**src/rtl/stream_demux_if.sv**
```systemverilog
// Handshake bundle between a packet source, the demux and its per-channel consumers.
`timescale 1ns/1ps
interface stream_demux_if #(
   parameter int DATA_W  = 8,
   parameter int NUM_OUT = 4,
   parameter int SEL_W   = 2
);
   logic [DATA_W-1:0]         in_data;
   logic [SEL_W-1:0]          in_sel;
   logic                      in_last;
   logic                      in_valid;
   logic                      in_ready;
   logic [NUM_OUT*DATA_W-1:0] out_data;
   logic [NUM_OUT-1:0]        out_last;
   logic [NUM_OUT-1:0]        out_valid;
   logic [NUM_OUT-1:0]        out_ready;
   logic                      busy;
   logic [7:0]                drop_count;

   modport slave (
      input  in_data, in_sel, in_last, in_valid, out_ready,
      output in_ready, out_data, out_last, out_valid, busy, drop_count
   );

   modport master (
      output in_data, in_sel, in_last, in_valid, out_ready,
      input  in_ready, out_data, out_last, out_valid, busy, drop_count
   );
endinterface

```
**src/rtl/stream_demux.sv**
```systemverilog
// 1-to-NUM_OUT packet demux: destination latched on the first beat, one registered slot per channel.
// state     | meaning
// ST_IDLE   | next accepted beat is the first beat of a packet; in_sel selects the target
// ST_LOCKED | mid-packet; target held in lock_sel_q until the last beat is accepted
`timescale 1ns/1ps
module stream_demux #(
   parameter int DATA_W  = 8,
   parameter int NUM_OUT = 4,
   parameter int SEL_W   = 2
) (
   input logic           clk,
   input logic           reset,
   stream_demux_if.slave bus
);

   localparam logic [0:0] ST_IDLE   = 1'b0;
   localparam logic [0:0] ST_LOCKED = 1'b1;

   logic [0:0]         state_q, state_d;
   logic [SEL_W-1:0]   lock_sel_q, lock_sel_d;
   logic [7:0]         drop_cnt_q, drop_cnt_d;
   logic [DATA_W-1:0]  data_q [NUM_OUT];
   logic [DATA_W-1:0]  data_d [NUM_OUT];
   logic [NUM_OUT-1:0] last_q, last_d;
   logic [NUM_OUT-1:0] valid_q, valid_d;

   logic [SEL_W-1:0]   target;
   logic [NUM_OUT-1:0] load;
   logic               ready;
   logic               accept;
   logic               drop_beat;
   logic [NUM_OUT*DATA_W-1:0] out_data_c;

   assign target = (state_q == ST_LOCKED) ? lock_sel_q : bus.in_sel;

   // A target with no matching channel is the drop path and is always ready.
   always_comb begin
      ready = 1'b1;
      for (int k = 0; k < NUM_OUT; k++) begin
         if (target == SEL_W'(k)) begin
            ready = ~valid_q[k] | bus.out_ready[k];
         end
      end
   end

   assign accept = bus.in_valid & ready;

   always_comb begin
      load = '0;
      for (int k = 0; k < NUM_OUT; k++) begin
         load[k] = accept & (target == SEL_W'(k));
      end
   end

   assign drop_beat = accept & ~|load;

   always_comb begin
      data_d  = data_q;
      last_d  = last_q;
      valid_d = valid_q;
      for (int k = 0; k < NUM_OUT; k++) begin
         if (load[k]) begin
            data_d[k]  = bus.in_data;
            last_d[k]  = bus.in_last;
            valid_d[k] = 1'b1;
         end else if (valid_q[k] && bus.out_ready[k]) begin
            valid_d[k] = 1'b0;
         end
      end
   end

   always_comb begin
      state_d    = state_q;
      lock_sel_d = lock_sel_q;
      case (state_q)
         ST_IDLE: begin
            if (accept && !bus.in_last) begin
               state_d    = ST_LOCKED;
               lock_sel_d = bus.in_sel;
            end
         end
         ST_LOCKED: begin
            if (accept && bus.in_last) begin
               state_d = ST_IDLE;
            end
         end
         default: state_d = ST_IDLE;
      endcase
   end

   always_comb begin
      drop_cnt_d = drop_cnt_q;
      if (drop_beat && bus.in_last && (drop_cnt_q != 8'hFF)) begin
         drop_cnt_d = drop_cnt_q + 8'd1;
      end
   end

   always_ff @(posedge clk or posedge reset) begin
      if (reset) begin
         state_q    <= ST_IDLE;
         lock_sel_q <= '0;
         drop_cnt_q <= '0;
         last_q     <= '0;
         valid_q    <= '0;
         for (int k = 0; k < NUM_OUT; k++) begin
            data_q[k] <= '0;
         end
      end else begin
         state_q    <= state_d;
         lock_sel_q <= lock_sel_d;
         drop_cnt_q <= drop_cnt_d;
         last_q     <= last_d;
         valid_q    <= valid_d;
         for (int k = 0; k < NUM_OUT; k++) begin
            data_q[k] <= data_d[k];
         end
      end
   end

   always_comb begin
      out_data_c = '0;
      for (int k = 0; k < NUM_OUT; k++) begin
         out_data_c[k*DATA_W +: DATA_W] = data_q[k];
      end
   end

   assign bus.in_ready   = ready;
   assign bus.out_data   = out_data_c;
   assign bus.out_last   = last_q;
   assign bus.out_valid  = valid_q;
   assign bus.busy       = (state_q == ST_LOCKED);
   assign bus.drop_count = drop_cnt_q;

endmodule

```
**src/flat_wrapper.sv**
```systemverilog
// flat-port wrapper written by rule: the top's interface ports become plain ports
module stream_demux_flat 
#(
   parameter int DATA_W  = 8,
   parameter int NUM_OUT = 4,
   parameter int SEL_W   = 2
)
  (clk, reset, bus_in_data, bus_in_sel, bus_in_last, bus_in_valid, bus_out_ready, bus_in_ready, bus_out_data, bus_out_last, bus_out_valid, bus_busy, bus_drop_count);
  stream_demux_if #(.DATA_W(DATA_W), .NUM_OUT(NUM_OUT), .SEL_W(SEL_W)) bus_i ();
  input logic clk;
  input logic reset;
  input wire logic [$bits(bus_i.in_data)-1:0] bus_in_data;
  input wire logic [$bits(bus_i.in_sel)-1:0] bus_in_sel;
  input wire logic [$bits(bus_i.in_last)-1:0] bus_in_last;
  input wire logic [$bits(bus_i.in_valid)-1:0] bus_in_valid;
  input wire logic [$bits(bus_i.out_ready)-1:0] bus_out_ready;
  output wire logic [$bits(bus_i.in_ready)-1:0] bus_in_ready;
  output wire logic [$bits(bus_i.out_data)-1:0] bus_out_data;
  output wire logic [$bits(bus_i.out_last)-1:0] bus_out_last;
  output wire logic [$bits(bus_i.out_valid)-1:0] bus_out_valid;
  output wire logic [$bits(bus_i.busy)-1:0] bus_busy;
  output wire logic [$bits(bus_i.drop_count)-1:0] bus_drop_count;
  assign bus_i.in_data = bus_in_data;
  assign bus_i.in_sel = bus_in_sel;
  assign bus_i.in_last = bus_in_last;
  assign bus_i.in_valid = bus_in_valid;
  assign bus_i.out_ready = bus_out_ready;
  assign bus_in_ready = bus_i.in_ready;
  assign bus_out_data = bus_i.out_data;
  assign bus_out_last = bus_i.out_last;
  assign bus_out_valid = bus_i.out_valid;
  assign bus_busy = bus_i.busy;
  assign bus_drop_count = bus_i.drop_count;
  stream_demux #(.DATA_W(DATA_W), .NUM_OUT(NUM_OUT), .SEL_W(SEL_W)) u_core (.clk(clk), .reset(reset), .bus(bus_i));
endmodule
```
**config.mk**
```make
export PLATFORM = sky130hd
export DESIGN_NAME = stream_demux_flat
export DESIGN_NICKNAME = d
export VERILOG_FILES = /design/src/rtl/stream_demux_if.sv /design/src/rtl/stream_demux.sv /design/src/flat_wrapper.sv
export SDC_FILE = /design/constraint.sdc
export NUM_CORES = 1
export LEC_CHECK = 0
export CAP_MARGIN = 20
export CORE_MARGIN = 2
export CORE_UTILIZATION = 40
export DETAILED_ROUTE_END_ITERATION = 10
export GPL_ROUTABILITY_DRIVEN = 0
export PLACE_DENSITY = 0.82
export SYNTH_ARGS = -nofsm -noshare
export SYNTH_HDL_FRONTEND = slang
export SYNTH_SLANG_ARGS = --single-unit
```
**constraint.sdc**
```tcl
create_clock -name clk -period 1.67 [get_ports clk]
set_clock_uncertainty 0.05 [all_clocks]
set_input_delay 0.334 -clock clk [delete_from_list [all_inputs] [get_ports clk]]
set_output_delay 0.334 -clock clk [all_outputs]
set_load 0.02 [all_outputs]
```
==> results of run 1 <==
[stage by stage]
step | std cells | total power, µW
finish | 289 | 5879
global route | 289 | 6218
CTS | 289 | 5967
detailed placement | 280 | 5143
global placement | 280 | 5070
floorplan | 131 | 3604
[worst paths after layout]
check | slack, ns | end | start | cells after the start
min in group clk | 0.33 | u_core.bus.drop_count[0] | u_core.bus.drop_count[0] | 0
max in group asynchronous | 0.85 | async pin | reset | 3
hold / removal | 0.23 | u_core.bus.out_data[29] | reset | 2
hold reg to reg | 0.33 | u_core.bus.drop_count[0] | u_core.bus.drop_count[0] | 0
setup reg to reg | -0.19 | u_core.bus.out_data[16] | flop | 6
setup / recovery | -0.29 | bus_in_ready | flop | 4
[cells by family after synthesis]
family	count (synthesis)	synth area share, %
flops	51	63.43
buf+inv	13	2.860
mux	45	26.24
simple gates	17	5.722
compound gates	5	1.741
[layout make-up]
type                    instances  area share (%)
flip-flops and latches         51           39.77
clock buffers                   5           2.143
repair buffers                 93           30.46
multi-input cells              67           23.30
clock inverters                 3           1.363
inverters                       3          0.3506
well taps                      67           2.610
[synth_stat cells]
| cell | n | area, µm² |
|---|---|---|
| sky130_fd_sc_hd__a21bo_2 | 1 | 10.01 |
| sky130_fd_sc_hd__mux2i_4 | 2 | 45.04 |
| sky130_fd_sc_hd__nand2_1 | 7 | 26.28 |
| sky130_fd_sc_hd__mux2_2 | 37 | 416.7 |
| sky130_fd_sc_hd__buf_2 | 1 | 5.000 |
| sky130_fd_sc_hd__buf_6 | 1 | 11.26 |
| sky130_fd_sc_hd__nor3b_1 | 1 | 7.510 |
| sky130_fd_sc_hd__inv_1 | 3 | 11.26 |
| sky130_fd_sc_hd__mux2_4 | 1 | 15.01 |
| sky130_fd_sc_hd__mux2_1 | 1 | 11.26 |
| sky130_fd_sc_hd__dfrtp_1 | 51 | 1276 |
| sky130_fd_sc_hd__o21bai_1 | 1 | 7.510 |
| sky130_fd_sc_hd__nand4_2 | 4 | 50.05 |
| sky130_fd_sc_hd__o22ai_1 | 2 | 12.51 |
| sky130_fd_sc_hd__mux2i_1 | 4 | 40.04 |
| sky130_fd_sc_hd__o21ai_0 | 1 | 5.000 |
| sky130_fd_sc_hd__clkbuf_1 | 8 | 30.03 |
| sky130_fd_sc_hd__nand2b_1 | 5 | 31.28 |
[worst max-delay path: stages (launching register included)]
cell and delay, ns:
sky130_fd_sc_hd__dfrtp_2 0.42, sky130_fd_sc_hd__mux2_4 0.35, sky130_fd_sc_hd__mux2i_4 0.21, sky130_fd_sc_hd__mux2i_4 0.15, sky130_fd_sc_hd__buf_6 0.14
[sequential cells by signal, summed over array words and instances, names as in the netlist, named ones only]
signal	flops
u_core.lock_sel_q	2
u_core.bus.out_data	32
u_core.bus.drop_count	8
u_core.bus.out_last	4
u_core.bus.out_valid	4
[power by group through the flow]
stage / clock, µW / combinational (µW) / sequential (µW)
global route: 940 / 3220 / 2060
detailed placement: 0 / 3100 / 2040
floorplan: 0 / 964 / 2640
CTS: 876 / 3080 / 2010
finish: 846 / 3040 / 1990
global placement: 0 / 3050 / 2020
[metal layers]
layer | share of wire (%) | GRT usage [%] | up-vias
li1 | - | - | 637
met1 | 42 | 22.21 | 665
met2 | 50 | 29.53 | 54
met3 | 7.7 | 6.292 | 5
met4 | 0.64 | 4.762 | 0
met5 | 0 | 0 | -
[layout by cell type, fill, tap and decap left out, drive strengths merged]
cell type,Yosys,routed
mux2,39,39
o22ai,2,2
a21bo,1,1
dlygate4sd2,0,17
nand4,4,4
inv,3,3
dfrtp,51,51
nand2,7,7
clkbuf,8,6
dlymetal6s2s,0,33
o21bai,1,1
mux2i,6,6
buf,2,26
clkdlybuf4s50,0,16
nor3b,1,1
nand2b,5,5
bufinv,0,1
o21ai,1,1
clkinv,0,2
[what timing repair did]
action                                  in CTS  in global routing
pin swaps                                    1                  0
gates resized for setup                     31                 39
cloned                                       1                  0
endpoints found under the setup margin      47                 73
==> results, run 1 <==
- The layout cell share with drive strength beyond 1 is 39.64%.
- The finished cells cover approximately 0.0032 mm².
- The count of final hold-check violations is 0.
- The die covers 0.005613 mm².
- The number of buffers created by CTS is 5.
- In this run, post-CTS hold repair placed 0 buffers.
- In this run the number of H-tree levels came out at 2.
- The detailed router finished its first iteration with 25 violations.
- slightly below 70 I/O pins were placed.
- The insertion delay of the later-clocked pin in the worst-skew pair is approximately 0.30 ns.
- Static timing analysis puts the maximum clock frequency at 0.5089 GHz.
- The via count of the first global-routing pass is ~1500.
- The total power density per cell area is ~1800 mW/mm².
- The number of warnings printed during yosys synthesis is 0.
- Compared with the post-synthesis result, the final layout area differs by 59.64%.
- The initial utilization of the core area, before any placement, comes to between 40% and 50%.
- The count of mapped cells out of synthesis is ~130.
- Setup repair after global routing could not meet its margin everywhere.
- The run finished, with violations left.
- The initial antenna violation count is 0.
- Registers take around 0.0013 mm².
- The worst slew slack as a fraction of its limit is 81.70%.
- The tightest min-delay check is of the input port to async pin type.
- The fraction of the cycle the final worst path needs is 117.7%.
- The deepest clock path buffer count is 2.
- The highest net fanout along the worst path is 3.
- The kind of start point of the critical path is a flop.
- The number of register bits inferred by synthesis is just over 50.
- The worst IR drop on VDD is ~1.4 mV.
- Synthesis instantiated 18 different standard cells from the library.
- Clock tree synthesis found a total of between 50 and 60 sinks.
- The final number of max-transition violations is 0.
- Of the total power, the share spent switching nets is between 30% and 40%.
- The internal power of the cells is 3759 µW.
- In the final design database the tool counted 239 nets.
- The final core utilization is 67.11%.
- Once routing completed, OpenROAD measured the worst setup slack at -0.2950 ns.
- Input and output buffers added on the ports amount to between 60 and 70.
- The transition time at the pin with the least slew margin is around 0.27 ns.
- After filler insertion, the fill cell instance count of the layout stands at about 350.
- The clock transition at the register clock pins on the worst setup and hold paths after CTS is around 0.090 ns.
- The remaining number of nets flagged by the antenna check after routing is 0.
- The share of total power dissipated in the clock network is 14.4%.
- Data arrives at the worst endpoint at 1.58 ns.
- TritonCTS built the clock tree.
- The area used by multi-input combinational logic is roughly 750 µm².
- The tool flagged a number of max-cap violations equal to 0.
- The post-CTS setup buffer count is 0.
- The pre-CTS setup slack is -0.7625 ns.
- After global routing the overflow that remains totals 0.
- The number of nets in the synthesized netlist is about 150.
- The part of the power in combinational logic is about half.
- The sequential area share after synthesis is roughly 63%.
- The first-pass iteration count of the detailed router is 4.
- In this run the mean area of a mapped cell was 15.36 µm².
- The final layout contains routed wiring with a total length of 4819 µm.
- The via count is approximately 1400.
- The core outline area is 0.004786 mm².
- At the worst endpoint, the required time is 1.29 ns.
- After routing, the total negative slack on setup checks comes to -3.879 ns.
- The first-pass GRT wire length is 7293 µm.
- The width of the die is between 70 and 80 µm.
- The buffer cell driving the clock tree root is sky130_fd_sc_hd__clkbuf_8.
- After legalization and detailed placement, the total HPWL measured roughly 3400 µm.
- The cell area that synthesis handed to floorplanning was between 0.002 and 0.0025 mm².
- Entering global routing, the biggest net connects 41 pins.
- STA classifies the critical path endpoint as an output port.
- Hold is met by approximately 0.23 ns.
- In the routed layout, each cell is associated on average with a via count of roughly 4.7.
- The final reports fail on setup timing.
- The global router's overall resource usage is around 18%.
- After detailed routing, the average wire length per cell comes to about 17 µm.
- In this run, flip-flops and latches consume between 30% and 40% of the power.
- The post-detailed-placement cell area is between 0.002 and 0.003 mm².
- In this run the vertical extent of the chip is 74.92 µm.
- Setup violations remaining at the end of the flow were counted as 29.
- The class of the most critical setup path is flop to output port.
- The final critical delay including setup and external delays is 1.965 ns.
- For this design the static power due to leakage is between 0.0015 and 0.002 µW.
- For this run, design rule violations remaining after detail routing come to 0.
- Row generation in the floorplan step produced 25 rows.
- The repair_antennas step left the layout with diodes totalling 0.
- The net switching power figure is between 2000 and 2500 µW.
No activity file was read; power rests on OpenSTA's default activity.
==> run 2: changes to the inputs <==
- CORE_ASPECT_RATIO: not set -> 0.75
==> results, run 2 (synthesized netlist as in run 1, its figures left out) <==
- The deepest clock path buffer count is 2.
- The initial antenna violation count is 0.
- Buffers placed on the I/O ports in this run total between 60 and 70.
- The remaining number of nets flagged by the antenna check after routing is 0.
- Summed over all cells, the static leakage comes to between 0.0015 and 0.002 µW.
- The kind of start point of the critical path is a flop.
- In the global route stage, overall resource usage came out at between 10% and 20%.
- The number of rows created at floorplan is 22.
- The flow ran to the end, but the final reports show violations.
- Data on the critical path arrives at its endpoint at about 1.6 ns.
- The routed layout has 1366 vias.
- The wire length after detailed routing is ~4700 µm.
- The most common cell after layout, fill and taps aside is sky130_fd_sc_hd__dfrtp_1.
- Traced cell by cell, the critical path runs through mux2_4, mux2i_4, mux2i_4, buf_6.
- The number of buffers created by CTS is 5.
- The first detailed-routing pass ran for 7 iterations.
- Summed over all layers, the global routing overflow is 0.
- The placed wire-length estimate is between 3000 and 4000 µm.
- For this run, the top clock speed supported by timing is a little over 0.5 GHz.
- The depth of the worst register-to-register path is 6.
- The number of flip-flops in the largest register is 32.
- In the routed layout, each cell is associated on average with a via count of approximately 4.8.
- The starting utilization of the core area is between 40% and 50%.
- The width of the die is approximately 86 µm.
- The min-delay analysis places its worst path in the category input port to async pin.
- The cell sitting at the root of the clock tree is a sky130_fd_sc_hd__clkbuf_8.
- The checks that failed: DRC, setup timing.
- For this run, the slowest stage of the critical path takes 0.42 ns.
- After layout, the minimum clock period comes to approximately 1.9 ns.
- For this run, the share of the core covered by cells in the final layout is roughly 67%.
- The insertion delay of the later-clocked pin in the worst-skew pair is 0.29 ns.
- The starting DRC count in detailed routing is 64.
- The number of I/O pins is around 70.
- OpenSTA, run right after detailed placement, puts the worst setup slack at -0.7743 ns.
- The H-tree depth reported by CTS is 2.
- The total power density per cell area is 1817 mW/mm².
- Headroom to the max-slew limit came out at between 70% and 80%.
- The layout cell share with drive strength beyond 1 is around 39%.
- The setup violation total in the final timing report is 30.
- The count of maximum capacitance violations is 0.
- The die covers around 0.0056 mm².
- The region available for standard cell placement spans between 0.004 and 0.005 mm².
- Across the VDD grid, the largest voltage drop is around 1.1 mV.
- The final number of max-transition violations is 0.
- Counting both buffers and inverters, the worst setup path holds a total of 1.
- The synthesis-to-layout area growth is 61.88%.
- The die outline height is between 60 and 70 µm.
- In the routed design, unresolved DRC markers number 5.
- The cell with the largest stage delay on the worst path is sky130_fd_sc_hd__dfrtp_2.
- The cell that appears most often on the critical path is sky130_fd_sc_hd__mux2i_4.
- On the critical path the largest part of the delay comes from multiplexers.
- The first-pass GRT wire length is 7341 µm.
- The required time reported for the critical path endpoint is between 1 and 1.5 ns.
- The fraction of the cycle the final worst path needs is 115.6%.
- The count of final hold-check violations came to 0.
- Clock-pin slew was measured on the worst setup and hold paths at 0.08 ns.
- Dividing the detail-routed wire length by the instance count gives between 15 and 20 µm.
- TritonCTS built the clock tree.
- The via count of the first global-routing pass is around 1400.
- In the final design database the tool counted 240 nets.
- Entering global routing, the biggest net connects 35 pins.
- The worst setup path is captured at an output port.
- The top cell types in the final layout, fill and taps aside, are sky130_fd_sc_hd__dfrtp_1 (50), sky130_fd_sc_hd__dlymetal6s2s_1 (43), sky130_fd_sc_hd__mux2_2 (30).
- The transition time at the pin with the least slew margin is 0.4157 ns.
- The worst register-to-register path has a setup slack of -0.21 ns.
- The terminus of the critical flop-to-flop path is u_core.bus.out_data[20].
- The number of antenna cells inserted is 0.
- The class of the most critical setup path is flop to output port.
- Setup repair after global routing could not meet its margin everywhere.
- The post-layout worst setup margin is -0.2601 ns.
- Clock tree synthesis found a total of 51 sinks.
- Along the worst path, the maximum fanout reaches 3.
## run 2: changes by cell type in the layout (fill, tap and decap cells not counted), sizes merged
cell           before  now
buf                26   28
bufinv              1    0
clkbuf              6    7
clkdlybuf4s50      16   19
clkinv              2    1
dlygate4sd2        17    4
dlymetal6s2s       33   43
## run 2: power breakdown
part | internal [µW] | switching [µW] | leakage, µW
clock | 295 | 365 | 0.0000422
combinational | 1740 | 1490 | 0.00125
sequential | 1750 | 267 | 0.000624
total | 3790 | 2130 | 0.00192
## run 2: stage by stage
step	hold WS [ns]	power, µW	instance area (µm²)	cells	TNS, ns
floorplan	0.3730	3604	2026	131	-0.4668
global placement	0.3151	5090	2950	273	-12.28
detailed placement	0.3171	5157	2950	273	-13.69
CTS	0.3163	5896	3079	282	-3.179
global route	0.3407	6240	3257	283	-5.698
finish	0.3157	5919	3257	283	-4.164
## run 2: routing by layer
layer | vias to the layer above | routed length, µm | GRT usage [%]
li1 | 630 | - | -
met3 | 4 | 419 | 7.035
met2 | 53 | 2102 | 24.52
met5 | - | 0 | 0
met1 | 679 | 2122 | 24.42
met4 | 0 | 42 | 4.167
## run 2: worst max path at each step
stage / cells after the start / to / from / slack [ns]
6_report: 4 / bus_in_ready / flop / -0.26
5_1_grt: 4 / bus_in_ready / flop / -0.32
4_1_cts: 4 / bus_in_ready / flop / -0.27
3_5_place_dp: 5 / bus_in_ready / bus_in_sel[0] / -0.77
3_3_place_gp: 5 / bus_in_ready / bus_in_sel[0] / -0.73
2_1_floorplan: 5 / u_core.lock_sel_q[0] / flop / -0.13
## run 2: layout make-up
class                      count  area [µm²]
tap                           60       75.07
fill                         363        1615
timing repair buffer          94        1033
clock inverter                 1       5.005
inverter                       3       11.26
multi-input combinational     67       778.2
clock buffer                   7       76.32
sequential                    51        1277
## run 2: repair_timing
action                                  in CTS  in global routing
setup buffers                                1                  1
resized for setup                           18                 57
pin swaps                                    1                  1
endpoints found under the setup margin      34                 82
hold buffers                                 0                  0
## run 2: worst min-delay path, delay by kind of cell
family | cells | cell delay [ns]
buf+inv | 3 | 0.70
==> RTL change: new RTL, config.mk and constraints of run 1 <==
`NUM_OUT` is set to 4 in 3 places; all go to 2.
--- a/src/rtl/stream_demux_if.sv
+++ b/src/rtl/stream_demux_if.sv
@@ -2,7 +2,7 @@
 `timescale 1ns/1ps
 interface stream_demux_if #(
    parameter int DATA_W  = 8,
-   parameter int NUM_OUT = 4,
+   parameter int NUM_OUT = 2,
    parameter int SEL_W   = 2
 );
    logic [DATA_W-1:0]         in_data;
--- a/src/rtl/stream_demux.sv
+++ b/src/rtl/stream_demux.sv
@@ -5,7 +5,7 @@
 `timescale 1ns/1ps
 module stream_demux #(
    parameter int DATA_W  = 8,
-   parameter int NUM_OUT = 4,
+   parameter int NUM_OUT = 2,
    parameter int SEL_W   = 2
 ) (
    input logic           clk,
--- a/src/flat_wrapper.sv
+++ b/src/flat_wrapper.sv
@@ -2,7 +2,7 @@
 module stream_demux_flat 
 #(
    parameter int DATA_W  = 8,
-   parameter int NUM_OUT = 4,
+   parameter int NUM_OUT = 2,
    parameter int SEL_W   = 2
 )
   (clk, reset, bus_in_data, bus_in_sel, bus_in_last, bus_in_valid, bus_out_ready, bus_in_ready, bus_out_data, bus_out_last, bus_out_valid, bus_busy, bus_drop_count);
Interface: changed (resized bus_out_data, bus_out_last, bus_out_ready and bus_out_valid); port bits go from 68 to 46. No check against the original RTL was run, so the function may have changed too.
==> RTL change against run 1 <==
  * The run still ends with setup timing left
  * Cell area fell by 37%
  * Sequential share of layout area decreased by 1.7 points
  * Total power shrank 42%
  * Area after synthesis fell by 32%
  * Non-clock buffer count fell by 35
  * Synthesized cell count shrank 26%
  * Critical path depth did not move
  * Count of clock-buffer cells in the layout increased by 1
  * Wire length fell by 36%
  * Core utilization down 5.5 points
  * Sequential cell count is 20 lower
  * Combinational power down 44%
  * Setup slack better by 92 ps
  * Largest cell class unchanged
  * Largest power group unchanged
==> RTL change: results (changes against run 1) <==
[sta]
setup_violations=1  ; was 29
layout_setup_ws_ps=-203  ; was -295 ps
tightest_slew_ps=384  ; was 274 ps

[final_layout]
largest_reg_flops=16  ; was 32
fin_cells=209  ; was 289
n_fill_cell=292  ; was 354
fin_nets=180  ; was 239
drive_gt1_share_pct=25.8  ; was 39.6%

[global_routing]
grt_pass1_vias=1131  ; was 1484
grt_usage_pct=18.7  ; was 17.8%
grt_pass1_wl_um=5580  ; was 7290 um
grt_max_degree=32  ; was 41

[synthesis]
avgSynthCellArea_um2=14.1  ; was 15.4 um^2
synth_common_cells=dfrtp_1 (31), mux2_2 (11), mux2_1 (10)  ; was dfrtp_1 (51), mux2_2 (37), clkbuf_1 (8)
syn_nets=114  ; was 149
ys_seq_area_share_pct=56.7  ; was 63.4%
yosysWarnings=0  ; unchanged
synth.area.top_cells=dfrtp_1 (57%), mux2_2 (9.0%), mux2_1 (8.2%), mux2i_4 (3.3%), xnor2_1 (2.6%)  ; was dfrtp_1 (63%), mux2_2 (21%), nand4_2 (2.5%), mux2i_4 (2.2%), mux2i_1 (2.0%)
synth_cell_types=25  ; was 18

[worst_setup_path]
worstPathArrival_ps=1490  ; was 1580 ps
r2r_slack_ps=20  ; was -190 ps
reg2reg_depth=5  ; was 6
rr_endpoint=u_core.bus.out_last[1]  ; was u_core.bus.out_data[16]
cp_max_fo=2  ; was 3

[outcome]
violations=setup timing  ; unchanged
status=finished with violations  ; unchanged

[clock_tree]
path_clk_slew_ps=90  ; about the same
cts_root_buf=clkbuf_4  ; was clkbuf_8
clk_latency_ps=320  ; was 300 ps

[placed_design]
place_inst=199  ; was 280
post_dp_cell_area_um2=1960  ; was 2950 um^2
portBuffers=45  ; was 67
place_ws_ps=-623  ; was -762 ps
dp_hpwl_um=2290  ; was 3370 um

[power]
ir_worst_vdd_uv=785  ; was 1420 uV
total_leakage_power_nw=0.950  ; was 1.80 nW
switching_share_pct=39.5  ; was 36.1%

[routing]
drtIter0Drc=48  ; was 25
wl_per_cell_um=14.9  ; was 16.7 um
first_pass_iters=4  ; unchanged
vias_per_cell=4.98  ; was 4.71

[RTL change: cell type report]
cell class	instances	area [um^2]	share of cell area, %
clock buffers	6	51.3	2.52
clock inverters	1	5.00	0.245
multi-input cells	64	621	30.4
flip-flops and latches	31	777	38.1
well taps	46	57.6	2.82
inverters	3	11.3	0.552
repair buffers	58	517	25.3
[RTL change: per-stage QoR]
stage	hold slack, ps	setup TNS [ps]	util, %
5_1_grt	380	-549	61.6
2_1_floorplan	387	-104	-
3_5_place_dp	432	-7510	59.1
6_report	328	-203	61.6
3_3_place_gp	425	-5990	59.1
4_1_cts	322	-420	61.1
[RTL change: repair_timing]
action / CTS / global route
resized for setup: 36 / 6
buffers inserted: 1 / 1
endpoints found under the setup margin: 48 / 22
gates cloned: 2 / 0
pin swaps: 2 / 1
[RTL change: worst max-delay path, cell delays in order, from the launching register on]
cell,delay [ps]
dfrtp_2,400
mux2i_4,260
mux2i_2,270
nand2_1,100
buf_6,140
[RTL change: per-layer routing]
layer,share of wire (%),up-vias,wire length (um),GRT usage (%)
li1,-,485,-,-
met1,40,517,1260,21.1
met2,52,33,1620,32.4
met3,5.5,6,171,6.31
met4,1.8,0,55,7.50
met5,0,-,0,0
[RTL change: logic make-up after synthesis]
family / synth area share, %
adders and majority gates: 0.914
buffers and inverters: 1.65
muxes: 21.6
xor gates and xnor gates: 4.48
AOI/OAI and AO/OA: 4.11
DFF: 56.7
and+or+nand+nor: 10.6
[RTL change: power by group through the flow]
| stage | registers (mW) | logic [mW] | clock network [mW] |
|---|---|---|---|
| after floorplan | 1.68 | 0.592 | 0 |
| after global placement | 1.32 | 1.78 | 0 |
| after detailed placement | 1.34 | 1.84 | 0 |
| after CTS | 1.31 | 1.70 | 0.450 |
| after global routing | 1.37 | 1.83 | 0.488 |
| final | 1.31 | 1.70 | 0.429 |
